File: src/rtl/maze_pkg.sv
// Shared parameters, direction encoding and player state type for the maze path player.
package maze_pkg;

  localparam int COORD_W = 4;
  localparam int STEP_W  = 8;

  localparam logic [1:0] DIR_PX = 2'b00;
  localparam logic [1:0] DIR_PY = 2'b01;
  localparam logic [1:0] DIR_NX = 2'b10;
  localparam logic [1:0] DIR_NY = 2'b11;

  typedef enum logic [2:0] {
    S_IDLE,
    S_FETCH_FIRST,
    S_LOAD_FIRST,
    S_FETCH,
    S_LOAD,
    S_EMIT,
    S_DONE,
    S_ERROR
  } play_state_t;

endpackage

File: src/rtl/maze_path_player_if.sv
// Path-queue read port and move stream between the player and its neighbours.
interface maze_path_player_if #(
  parameter int COORD_W = maze_pkg::COORD_W
);
  logic                   queue_empty;
  logic [2*COORD_W-1:0]   queue_dout;
  logic                   queue_pop;
  logic                   move_valid;
  logic                   move_ready;
  logic [1:0]             move_dir;
  logic [COORD_W-1:0]     move_x;
  logic [COORD_W-1:0]     move_y;

  modport master (
    input  queue_empty, queue_dout, move_ready,
    output queue_pop, move_valid, move_dir, move_x, move_y
  );

  modport slave (
    output queue_empty, queue_dout, move_ready,
    input  queue_pop, move_valid, move_dir, move_x, move_y
  );
endinterface

File: src/rtl/maze_step_decoder.sv
// Combinational prev->cur step decode: direction and 4-neighbour adjacency test.
module maze_step_decoder #(
  parameter int COORD_W = maze_pkg::COORD_W
) (
  input  logic [2*COORD_W-1:0] prev,
  input  logic [2*COORD_W-1:0] cur,
  output logic [1:0]           dir,
  output logic                 adjacent
);
  import maze_pkg::*;

  // One spare bit so that max coordinate + 1 never wraps to 0.
  logic [COORD_W:0] px, py, cx, cy;

  assign px = {1'b0, prev[2*COORD_W-1:COORD_W]};
  assign py = {1'b0, prev[COORD_W-1:0]};
  assign cx = {1'b0, cur[2*COORD_W-1:COORD_W]};
  assign cy = {1'b0, cur[COORD_W-1:0]};

  always_comb begin
    dir      = DIR_PX;
    adjacent = 1'b0;
    if (py == cy) begin
      if (cx == px + 1'b1) begin
        dir      = DIR_PX;
        adjacent = 1'b1;
      end else if (px == cx + 1'b1) begin
        dir      = DIR_NX;
        adjacent = 1'b1;
      end
    end else if (px == cx) begin
      if (cy == py + 1'b1) begin
        dir      = DIR_PY;
        adjacent = 1'b1;
      end else if (py == cy + 1'b1) begin
        dir      = DIR_NY;
        adjacent = 1'b1;
      end
    end
  end

endmodule

File: src/rtl/maze_path_player.sv
// Replays the solved path queue as a valid/ready stream of single-cell moves.
module maze_path_player #(
  parameter int COORD_W = maze_pkg::COORD_W,
  parameter int STEP_W  = maze_pkg::STEP_W
) (
  input  logic                clk,
  input  logic                rst,
  input  logic                start_play,
  maze_path_player_if.master  bus,
  output logic [STEP_W-1:0]   step_count,
  output logic                busy,
  output logic                play_done,
  output logic                path_error
);
  import maze_pkg::*;

  play_state_t          state, state_nxt;
  logic [2*COORD_W-1:0] prev, cur;
  logic [1:0]           dec_dir;
  logic                 dec_adj;
  logic                 start_ok;
  logic                 handshake;

  // Decodes against the live queue head so the move is ready when LOAD registers it.
  maze_step_decoder #(.COORD_W(COORD_W)) u_dec (
    .prev     (prev),
    .cur      (bus.queue_dout),
    .dir      (dec_dir),
    .adjacent (dec_adj)
  );

  assign start_ok  = start_play && (state inside {S_IDLE, S_DONE, S_ERROR});
  assign handshake = (state == S_EMIT) && bus.move_ready;

  always_ff @(posedge clk or posedge rst) begin
    if (rst) state <= S_IDLE;
    else     state <= state_nxt;
  end

  always_comb begin
    state_nxt      = state;
    bus.queue_pop  = 1'b0;
    bus.move_valid = 1'b0;
    busy           = 1'b1;
    play_done      = 1'b0;
    path_error     = 1'b0;
    unique case (state)
      S_IDLE, S_DONE, S_ERROR: begin
        busy       = 1'b0;
        play_done  = (state == S_DONE);
        path_error = (state == S_ERROR);
        if (start_play) state_nxt = bus.queue_empty ? S_DONE : S_FETCH_FIRST;
      end
      S_FETCH_FIRST: begin
        if (!bus.queue_empty) begin
          bus.queue_pop = 1'b1;
          state_nxt     = S_LOAD_FIRST;
        end
      end
      S_LOAD_FIRST: state_nxt = bus.queue_empty ? S_DONE : S_FETCH;
      S_FETCH: begin
        if (!bus.queue_empty) begin
          bus.queue_pop = 1'b1;
          state_nxt     = S_LOAD;
        end
      end
      S_LOAD: state_nxt = dec_adj ? S_EMIT : S_ERROR;
      S_EMIT: begin
        bus.move_valid = 1'b1;
        if (bus.move_ready) state_nxt = bus.queue_empty ? S_DONE : S_FETCH;
      end
    endcase
  end

  always_ff @(posedge clk or posedge rst) begin
    if (rst) begin
      prev         <= '0;
      cur          <= '0;
      bus.move_dir <= '0;
      bus.move_x   <= '0;
      bus.move_y   <= '0;
      step_count   <= '0;
    end else begin
      if (start_ok) step_count <= '0;
      if (state == S_LOAD_FIRST) prev <= bus.queue_dout;
      if (state == S_LOAD) begin
        cur <= bus.queue_dout;
        if (dec_adj) begin
          bus.move_dir              <= dec_dir;
          {bus.move_x, bus.move_y}  <= bus.queue_dout;
        end
      end
      if (handshake) begin
        prev <= cur;
        if (step_count != '1) step_count <= step_count + 1'b1;
      end
    end
  end

endmodule

File: src/flat_wrapper.sv
// flat-port wrapper written by rule: the top's interface ports become plain ports
module maze_path_player_flat import maze_pkg::*;
#(
  parameter int COORD_W = maze_pkg::COORD_W,
  parameter int STEP_W  = maze_pkg::STEP_W
)
  (clk, rst, start_play, step_count, busy, play_done, path_error, bus_queue_empty, bus_queue_dout, bus_move_ready, bus_queue_pop, bus_move_valid, bus_move_dir, bus_move_x, bus_move_y);
  maze_path_player_if #(.COORD_W(COORD_W)) bus_i ();
  input  logic clk;
  input  logic rst;
  input  logic start_play;
  output logic [STEP_W-1:0] step_count;
  output logic busy;
  output logic play_done;
  output logic path_error;
  input wire logic [$bits(bus_i.queue_empty)-1:0] bus_queue_empty;
  input wire logic [$bits(bus_i.queue_dout)-1:0] bus_queue_dout;
  input wire logic [$bits(bus_i.move_ready)-1:0] bus_move_ready;
  output wire logic [$bits(bus_i.queue_pop)-1:0] bus_queue_pop;
  output wire logic [$bits(bus_i.move_valid)-1:0] bus_move_valid;
  output wire logic [$bits(bus_i.move_dir)-1:0] bus_move_dir;
  output wire logic [$bits(bus_i.move_x)-1:0] bus_move_x;
  output wire logic [$bits(bus_i.move_y)-1:0] bus_move_y;
  assign bus_i.queue_empty = bus_queue_empty;
  assign bus_i.queue_dout = bus_queue_dout;
  assign bus_i.move_ready = bus_move_ready;
  assign bus_queue_pop = bus_i.queue_pop;
  assign bus_move_valid = bus_i.move_valid;
  assign bus_move_dir = bus_i.move_dir;
  assign bus_move_x = bus_i.move_x;
  assign bus_move_y = bus_i.move_y;
  maze_path_player #(.COORD_W(COORD_W), .STEP_W(STEP_W)) u_core (.clk(clk), .rst(rst), .start_play(start_play), .bus(bus_i), .step_count(step_count), .busy(busy), .play_done(play_done), .path_error(path_error));
endmodule
File: config.mk
export PLATFORM = sky130hd
export DESIGN_NAME = maze_path_player_flat
export DESIGN_NICKNAME = d
export VERILOG_FILES = /design/src/rtl/maze_pkg.sv /design/src/rtl/maze_path_player_if.sv /design/src/rtl/maze_step_decoder.sv /design/src/rtl/maze_path_player.sv /design/src/flat_wrapper.sv
export SDC_FILE = /design/constraint.sdc
export NUM_CORES = 1
export LEC_CHECK = 0
export ABC_AREA = 1
export CAP_MARGIN = 20
export CORE_MARGIN = 1
export CORE_UTILIZATION = 40
export CTS_CLUSTER_SIZE = 25
export DETAILED_ROUTE_END_ITERATION = 8
export GPL_ROUTABILITY_DRIVEN = 0
export PLACE_DENSITY = 0.74
export RECOVER_POWER = 25
export SYNTH_ARGS = -nofsm -noshare
export SYNTH_HDL_FRONTEND = slang
export SYNTH_SLANG_ARGS = --single-unit
File: constraint.sdc
create_clock -name clk -period 2.75 [get_ports clk]
set_input_delay 0.275 -clock clk [delete_from_list [all_inputs] [get_ports clk]]
set_output_delay 0.275 -clock clk [all_outputs]
set_load 0.005 [all_outputs]
==> results of run 1 <==
==> kinds of logic (layout without fill, tap and decap cells) <==
| family | Yosys count | in the layout | share of synthesized area [%] |
|---|---|---|---|
| compound gates | 36 | 36 | 9.427 |
| xor+xnor | 3 | 3 | 1.106 |
| fa+ha+maj | 5 | 5 | 2.633 |
| buf+inv | 62 | 104 | 10.22 |
| flops | 37 | 37 | 38.97 |
| simple gates | 197 | 197 | 37.65 |
==> power by group <==
group / leakage [uW] / switching (uW) / internal [uW] / total (uW)
registers: 0.000455 / 183 / 752 / 935
logic: 0.00100 / 707 / 545 / 1250
clock network: 0.0000481 / 205 / 180 / 385
==> per-layer routing <==
metal	track usage, %	vias up	wire length, um
met5	0	-	0
met2	30.60	57	2430
li1	-	1143	-
met3	3.908	8	239
met1	23.88	1007	2496
met4	8.545	0	75
==> through the flow <==
stage | std cells | setup WS (ns)
2_1_floorplan | 340 | 1.154
3_3_place_gp | 446 | 0.6820
3_5_place_dp | 446 | 0.6368
4_1_cts | 454 | 0.7730
5_1_grt | 454 | 0.6468
6_report | 454 | 0.7792
==> layout make-up <==
cell class / instances / area [um^2] / area share, %
clock inverter: 3 / 22.52 / 0.7749
multi-input combinational: 241 / 1207 / 41.54
tap: 72 / 90.09 / 3.099
clock buffer: 5 / 68.82 / 2.368
inverter: 59 / 226.5 / 7.792
timing repair buffer: 37 / 365.4 / 12.57
sequential: 37 / 925.9 / 31.86
==> critical path, cell delays in order, from the launching register on <==
cell,delay (ns)
dfrtp_1,0.45
nand2_1,0.12
a21boi_2,0.27
clkdlybuf4s50_1,0.55
==> state kept, by name, indices dropped and copies added, names as in the netlist <==
register             count
u_core.cur               8
u_core.bus.move_y        4
u_core.step_count        8
u_core.bus.move_x        4
u_core.prev              8
u_core.bus.move_dir      2
u_core.state             3
==> placed cells by master (no fill, tap or decap) <==
cell	instances
o22ai_1	1
clkbuf_8	5
a21oi_1	8
nand2_1	117
clkinv_2	1
o221ai_1	8
nor2_4	1
ha_1	5
o21ai_2	1
nor3_1	1
o21ai_1	4
clkinv_1	2
clkdlybuf4s50_1	34
dfrtp_1	37
nor2_2	7
nand3_1	25
nor2_1	23
nand2_4	1
a22oi_1	1
o21ai_0	12
xor2_1	3
inv_6	1
nor3_2	1
nand3_2	1
nand2_2	17
clkinv_4	2
dlygate4sd3_1	1
buf_4	2
a21boi_2	1
nand2_8	2
nand4_1	1
inv_1	41
inv_2	15
==> worst max path at each step <==
stage / end / slack [ns]
2_1_floorplan: u_core.bus.move_x[3] / 1.15
3_3_place_gp: u_core.bus.move_x[3] / 0.68
3_5_place_dp: u_core.bus.move_y[3] / 0.64
4_1_cts: busy / 0.77
5_1_grt: u_core.bus.move_y[0] / 0.65
6_report: busy / 0.78
==> impl_metrics.tcl, run 1 <==
set metrics [dict create \
    power.density_nw_per_um2 884.7 \
    cts_tree "yes" \
    reg2reg_to "u_core.bus.move_y[3]" \
    ctsHoldBuffers 0 \
    crit_type "register to primary output" \
    synth_area_leaders "dfrtp_1, nand2_1, inv_1" \
    reg2reg_depth 8 \
    hold_path.startpoint "u_core.cur[7]" \
    fmax_mhz 507.4 \
    synth_edf_count 0 \
    die_h_um 79.07 \
    status "completed" \
    critPathMaxFanout 6 \
    synth_seq_cells 37 \
    setup.worst_path.start "u_core.state[2]" \
    grt_pass1_wl_um 9149 \
    fin_area_um2 2907 \
    drive_above_1_share_pct 15.18 \
    clkSlewWorstSetupHoldPaths_ns 0.08 \
    grt_usage_pct 18.81 \
    async_flop_share_pct 100.0 \
    clockRootBuffer "clkbuf_8" \
    antenna_found_initial 0 \
    insertedDiodeCount 0 \
    netlist_top_cells_count "nand2_1, inv_1, dfrtp_1" \
    crit_arrival_ns 1.70 \
    vias 2215 \
    rows 27 \
    rsz0062_at_grt "no" \
    r2r_start "u_core.state[1]" \
    antenna_left 0 \
    irDropWorstVdd_v 0.0003655 \
    synth_top_area_cell "dfrtp_1" \
    yosysTopAreaCellShare_pct 38.97 \
    drc 0 \
    p_total_uw 2571 \
    min_period_ns 1.971 \
    grt-ovfl-total 0 \
    io_buffers 35 \
    maxSlewHeadroom_pct 54.73 \
    fin_crit_sh_pct 71.66 \
    synth_cells 340 \
    via_per_inst 4.879 \
    hold_ws_ns 0.4863 \
    synth_nets 358 \
    worst_pin_slew_ns 0.6773 \
    hold_path_end "u_core.prev[7]" \
    hpwlAfterDp_um 4067 \
    final.setup.tns_ns 0 \
    cp-end-kind "primary output" \
    r2r_slack_ns 0.86 \
    hold_viol 0 \
    post_cts_buffers 0 \
    worst_setup_path_start_kind "register" \
    postLayoutCoreUtil_pct 51.83 \
    die_x_um 79.07 \
    slew_violations 0 \
    cts_sinks 37 \
    synth_most_common_cell "nand2_1" \
    setup_violations 0 \
    p_leak_uw 0.001503 \
    grt_pass1_vias 2146 \
    start_util_pct 42.37 \
    max_cap_viol_count 0 \
    syn_area_um2 2376 \
    fin_worst_skew_ns 0.008770 \
    yosysWarnings 0 \
    cts_buffers 5 \
    required_ns 2.48 \
    dr.pass1.iters 4 \
    dpl-instance-area_um2 2815 \
    clk_latency_ns 0.30 \
    syn_area_per_cell_um2 6.988 \
    wl_um 5241 \
    min_path_type "register to register" \
    hold_path_depth 2 \
    yosysUniqueCellTypes 30 \
    ctsResizeCount 0 \
    grt_max_degree 38 \
    synth-seq-area-share_pct 38.97 \
    avgRoutedWirePerCell_um 11.54 \
    die_area_um2 6252 \
    drtIter0Drc 75 \
    fin_nets 399 \
    fillers 588 \
    ctsLongestPathBuffers 2 \
    htree_levels 2 \
    ios 36 \
    core-area_um2 5608 \
    area_growth_pct 22.33 \
    ys.flop_type "dfrtp_1" \
]
Note: power is estimated with default switching activity, not from simulation.
==> run 2, diff against run 1 <==
Clock period 2.75 ns to 1.9 ns, I/O delays scaled along.
==> run 2 against run 1 <==
Compared with the run above: global-route usage increased by 0.72 points; register-to-register slack got worse by 0.70 ns; clock skew increased by 0.0047 ns; total power increased by 55%; combinational power increased by 63%; largest cell class unchanged.
==> impl_metrics.tcl, run 2 (same netlist as run 1, synthesis figures left out) <==
set metrics [dict create \
    clk_latency_ns 0.30 \
    final_common_cell "nand2_1" \
    cp-end-kind "primary output" \
    core-area_um2 5608 \
    dr.pass1.iters 4 \
    r2r_slack_ns 0.16 \
    grt_max_degree 38 \
    fin_nets 420 \
    crit_chain "nand2_1 > a21boi_4 > clkdlybuf4s50_1" \
    avgRoutedWirePerCell_um 12.10 \
    hold_ws_ns 0.4928 \
    drtIter0Drc 118 \
    ios 36 \
    clockRootBuffer "clkbuf_8" \
    hold_path_end "u_core.prev[7]" \
    fmax_mhz 530.4 \
    min_period_ns 1.885 \
    dp_worst_setup_slack_ns -0.04338 \
    grt_pass1_wl_um 9653 \
    irDropWorstVdd_v 0.0006209 \
    via_per_inst 4.960 \
    setup_violations 0 \
    die_area_um2 6252 \
    worst_setup_path_start_kind "register" \
    area_growth_pct 31.17 \
    critPathMaxStageDelay_ns 0.53 \
    min_path_type "register to register" \
    critPathMaxFanout 6 \
    io_buffers 35 \
    fillers 535 \
    vias 2356 \
    power.density_nw_per_um2 1277 \
    cp.buffers_inverters 1 \
    grt_pass1_vias 2208 \
    crit_arrival_ns 1.70 \
    fin_area_um2 3117 \
    critPathSlowestCell "clkdlybuf4s50_1" \
    maxSlewHeadroom_pct 38.63 \
    die_h_um 79.07 \
    worst_pin_slew_ns 0.9205 \
    wl_um 5747 \
    largestRegisters "u_core.cur (8), u_core.prev (8), u_core.step_count (8)" \
    htree_levels 2 \
    slew_violations 0 \
    ctsHoldBuffers 0 \
    clkSlewWorstSetupHoldPaths_ns 0.09 \
    hpwlAfterDp_um 4289 \
    insertedDiodeCount 0 \
    antenna_left 0 \
    start_util_pct 42.37 \
    max_cap_viol_count 0 \
    required_ns 1.71 \
    dpl-instance-area_um2 2933 \
    p_leak_uw 0.001606 \
    fin_crit_sh_pct 99.24 \
    cts_sinks 37 \
    hold_path_depth 2 \
    reg2reg_depth 13 \
    final.setup.tns_ns 0 \
    worst_path_dominant_cell_family "buffers and inverters" \
    antenna_found_initial 0 \
    setup_ws_ns 0.01450 \
    status "completed" \
    grt-ovfl-total 0 \
    cts_tree "yes" \
    fin_worst_skew_ns 0.01348 \
    reg2reg_to "u_core.bus.move_y[1]" \
    rows 27 \
    r2r_start "u_core.prev[4]" \
    die_x_um 79.07 \
    hold_viol 0 \
    ctsLongestPathBuffers 2 \
    drc 0 \
    grt_usage_pct 19.53 \
    cts_buffers 5 \
    layout_common_cells "nand2_1, inv_1, clkdlybuf4s50_1, dfrtp_1, nand3_1" \
    hold_path.startpoint "u_core.cur[7]" \
    crit_type "register to primary output" \
    drive_above_1_share_pct 21.34 \
]
## run 2: cell count changes in the layout (fill, tap and decap cells not counted), moves of 2 or more
cell / before / now
buf_4: 2 / 20
ha_1: 5 / 3
dfrtp_2: 0 / 4
ha_4: 0 / 2
clkinv_4: 2 / 0
dfrtp_1: 37 / 33
## run 2: worst min-delay path, stage by stage (launching register included)
cell and delay (ns):
dfrtp_1 0.35, nand2_1 0.05, o221ai_1 0.06
## run 2: what timing repair did
item / in CTS / in global routing
endpoints found under the hold margin: 0 / 0
setup buffers: 0 / 6
gates resized for setup: 0 / 8
setup endpoints to repair: 0 / 11
## run 2: through the flow
stage	cells	util (%)	total power (uW)
6_report	475	55.58	3979
3_5_place_dp	460	52.30	3242
4_1_cts	468	53.90	3824
5_1_grt	475	55.58	4331
2_1_floorplan	340	-	2556
3_3_place_gp	460	52.30	3174
## run 2: how the worst max path moves through the flow
stage | start | end | slack (ns) | cells after the start
final | u_core.state[1] | busy | 0.01 | 3
after global routing | u_core.state[2] | busy | -0.03 | 3
after CTS | u_core.state[2] | busy | 0.005 | 3
after detailed placement | bus_queue_dout[4] | u_core.bus.move_y[1] | -0.04 | 11
after global placement | bus_queue_dout[0] | u_core.bus.move_y[2] | 0.02 | 11
after floorplan | u_core.prev[1] | u_core.bus.move_x[3] | 0.30 | 13
## run 2: metal layers
layer  wire [um]  up-vias  track usage, %
met4          41        0           6.364
met5           0        -               0
met2        2857       61           31.98
met1        2565     1109           26.11
met3         282        4           3.333
li1            -     1182               -
## run 2: final cells by class
class | instances | area (um^2) | share of cell area (%)
sequential | 37 | 930.9 | 29.87
tap | 72 | 90.09 | 2.890
clock buffer | 5 | 68.82 | 2.208
inverter | 59 | 226.5 | 7.266
multi-input combinational | 242 | 1254 | 40.22
timing repair buffer | 57 | 525.5 | 16.86
clock inverter | 3 | 21.27 | 0.6825
## run 2: where the power goes
group          switching, uW  internal [uW]
logic                   1110            933
clock network            307            260
registers                273           1100
==> run 3, diff against run 2 <==
Settings changed: CORE_ASPECT_RATIO set to 0.6.
==> run 3 against run 2 <==
Compared with the run above: non-clock buffer count stayed put; via count is 4.9% lower; worst setup slack better by 0.078 ns; final area is 1.6% lower; sequential share of layout area is 0.38 points higher; count of clock-buffer cells in the layout stayed put; wire length is 2.9% lower; critical endpoint unchanged; largest cell class unchanged; highest routed layer unchanged.
==> impl_metrics.tcl, run 3 (same netlist as run 1, synthesis figures left out) <==
set metrics [dict create \
    multiInputGateArea_um2 1225 \
    io_buffers 35 \
    die_area_um2 6263 \
    wl_um 5580 \
    vias 2241 \
    clk_latency_ns 0.29 \
    grt-busiest-layer "met1" \
    ios 36 \
    reg2reg_depth 13 \
    hold_ws_ns 0.4781 \
    drtIter0Drc 142 \
    layout_common_cells "nand2_1, inv_1, dfrtp_1, clkdlybuf4s50_1, nand3_1" \
    grt_max_degree 38 \
    min_path_type "register to register" \
    critPathSlowestCell "clkdlybuf4s50_1" \
    grt_usage_pct 19.94 \
    hold_path_end "u_core.prev[4]" \
    critPathMaxStageDelay_ns 0.53 \
    avgRoutedWirePerCell_um 11.63 \
    r2r_start "u_core.prev[0]" \
    die_x_um 101.5 \
    maxSlewHeadroom_pct 38.91 \
    r2r_slack_ns 0.13 \
    clkSlewWorstSetupHoldPaths_ns 0.08 \
    fin_crit_sh_pct 95.12 \
    drive_above_1_share_pct 20.00 \
    slew_violations 0 \
    fmax_mhz 553.3 \
    start_util_pct 42.06 \
    crit_type "register to primary output" \
    largestRegisters "u_core.cur (8), u_core.prev (8), u_core.step_count (8)" \
    min_period_ns 1.807 \
    cts_buffers 5 \
    grtUsageMet3_pct 4.362 \
    htree_levels 2 \
    fin_worst_skew_ns 0.009533 \
    rsz0062_at_grt "yes" \
    hold_viol 0 \
    drc 0 \
    setup_violations 0 \
    dp_worst_setup_slack_ns -0.05443 \
    grt-ovfl-total 0 \
    clockRootBuffer "clkbuf_8" \
    irDropWorstVdd_v 0.0007978 \
    gr-usage-met2_pct 29.54 \
    hpwlAfterDp_um 4313 \
    setup_ws_ns 0.09273 \
    fillers 528 \
    antenna_left 0 \
    core-area_um2 5649 \
    grt_util_met1_pct 29.97 \
    max_cap_viol_count 0 \
    worst_pin_slew_ns 0.9164 \
    dr.pass1.iters 4 \
    crit_arrival_ns 1.62 \
    cts_tree "yes" \
    cp.buffers_inverters 1 \
    status "completed" \
    p_total_uw 3828 \
    via_per_inst 4.669 \
    antenna_found_initial 0 \
    crit_chain "nand2_1 > a21boi_4 > clkdlybuf4s50_1" \
    rows 21 \
    power.density_nw_per_um2 1249 \
    die_h_um 61.70 \
    cts_sinks 37 \
    insertedDiodeCount 0 \
    worst_setup_path_start_kind "register" \
    fin_nets 419 \
    final_common_cell "nand2_1" \
    cp-end-kind "primary output" \
    ctsLongestPathBuffers 2 \
    regArea_um2 927.1 \
    hold_path.startpoint "u_core.cur[4]" \
    reg2reg_to "u_core.bus.move_x[0]" \
    grt_pass1_wl_um 9439 \
    area_growth_pct 29.02 \
    hold_path_depth 2 \
    required_ns 1.71 \
    critPathMaxFanout 6 \
    worst_path_dominant_cell_family "buffers and inverters" \
    grt_pass1_vias 2056 \
    p_leak_uw 0.001592 \
]
run 3: changes by cell type in the layout (fill, tap and decap cells not counted):
cell,delta
ha_1,+2
buf_12,-1
nor2_2,+1
buf_4,+1
clkinvlp_4,-1
nand3_1,-1
nand2_4,-1
ha_4,-2
nor2_1,-1
dfrtp_2,-3
inv_6,-1
nand3_2,+1
dfrtp_1,+3
run 3: worst max path at each step:
stage	startpoint	endpoint	slack [ns]	depth (start not counted)
floorplan	u_core.prev[1]	u_core.bus.move_x[3]	0.30	13
detailed placement	bus_queue_dout[5]	u_core.bus.move_x[0]	-0.05	11
global route	u_core.prev[4]	u_core.bus.move_y[1]	-0.007	13
global placement	bus_queue_dout[5]	u_core.bus.move_x[3]	-0.02	11
finish	u_core.state[1]	busy	0.09	3
CTS	u_core.state[2]	busy	0.05	3
run 3: routing by layer:
layer	vias up	part of all wire, %
met3	2	5.3
met2	54	40
met4	0	0.25
met1	1002	54
li1	1183	-
met5	-	0
run 3: layout make-up:
type	count	share of cell area, %
Timing Repair Buffer	57	16.73
Clock inverter	1	0.1633
Multi-Input combinational cell	241	39.96
Clock buffer	5	2.245
Tap cell	80	3.265
Inverter	59	7.388
Sequential cell	37	30.24
run 3: tightest hold or removal path: cells and delay by family, from the launching register on:
kind / cells / cell delay (ns)
and+or+nand+nor: 1 / 0.05
DFF: 1 / 0.34
AOI/OAI and AO/OA: 1 / 0.06
run 3: where the power goes:
part / switching (uW) / leakage (uW) / internal (uW) / total [uW]
Combinational: 1080 / 0.00110 / 887 / 1970
Clock: 268 / 0.0000399 / 241 / 509
Sequential: 261 / 0.000453 / 1090 / 1350
Total: 1610 / 0.00159 / 2220 / 3830
run 3: stage by stage:
step	cells	utilization, %	area, um^2	TNS, ns
final	480	54.26	3065	0
after global routing	480	54.26	3065	-0.006826
after CTS	478	53.84	3042	0
after detailed placement	472	52.40	2960	-0.3756
after global placement	472	52.40	2960	-0.1432
after floorplan	340	-	2376	0
run 3: timing repair:
item                                    4_1_cts  5_1_grt
setup buffers                                 0        2
hold buffers                                  0        0
pin swaps                                     0        1
endpoints found under the setup margin        1       12
hold endpoints to repair                      0        0
gates resized for setup                       1        4
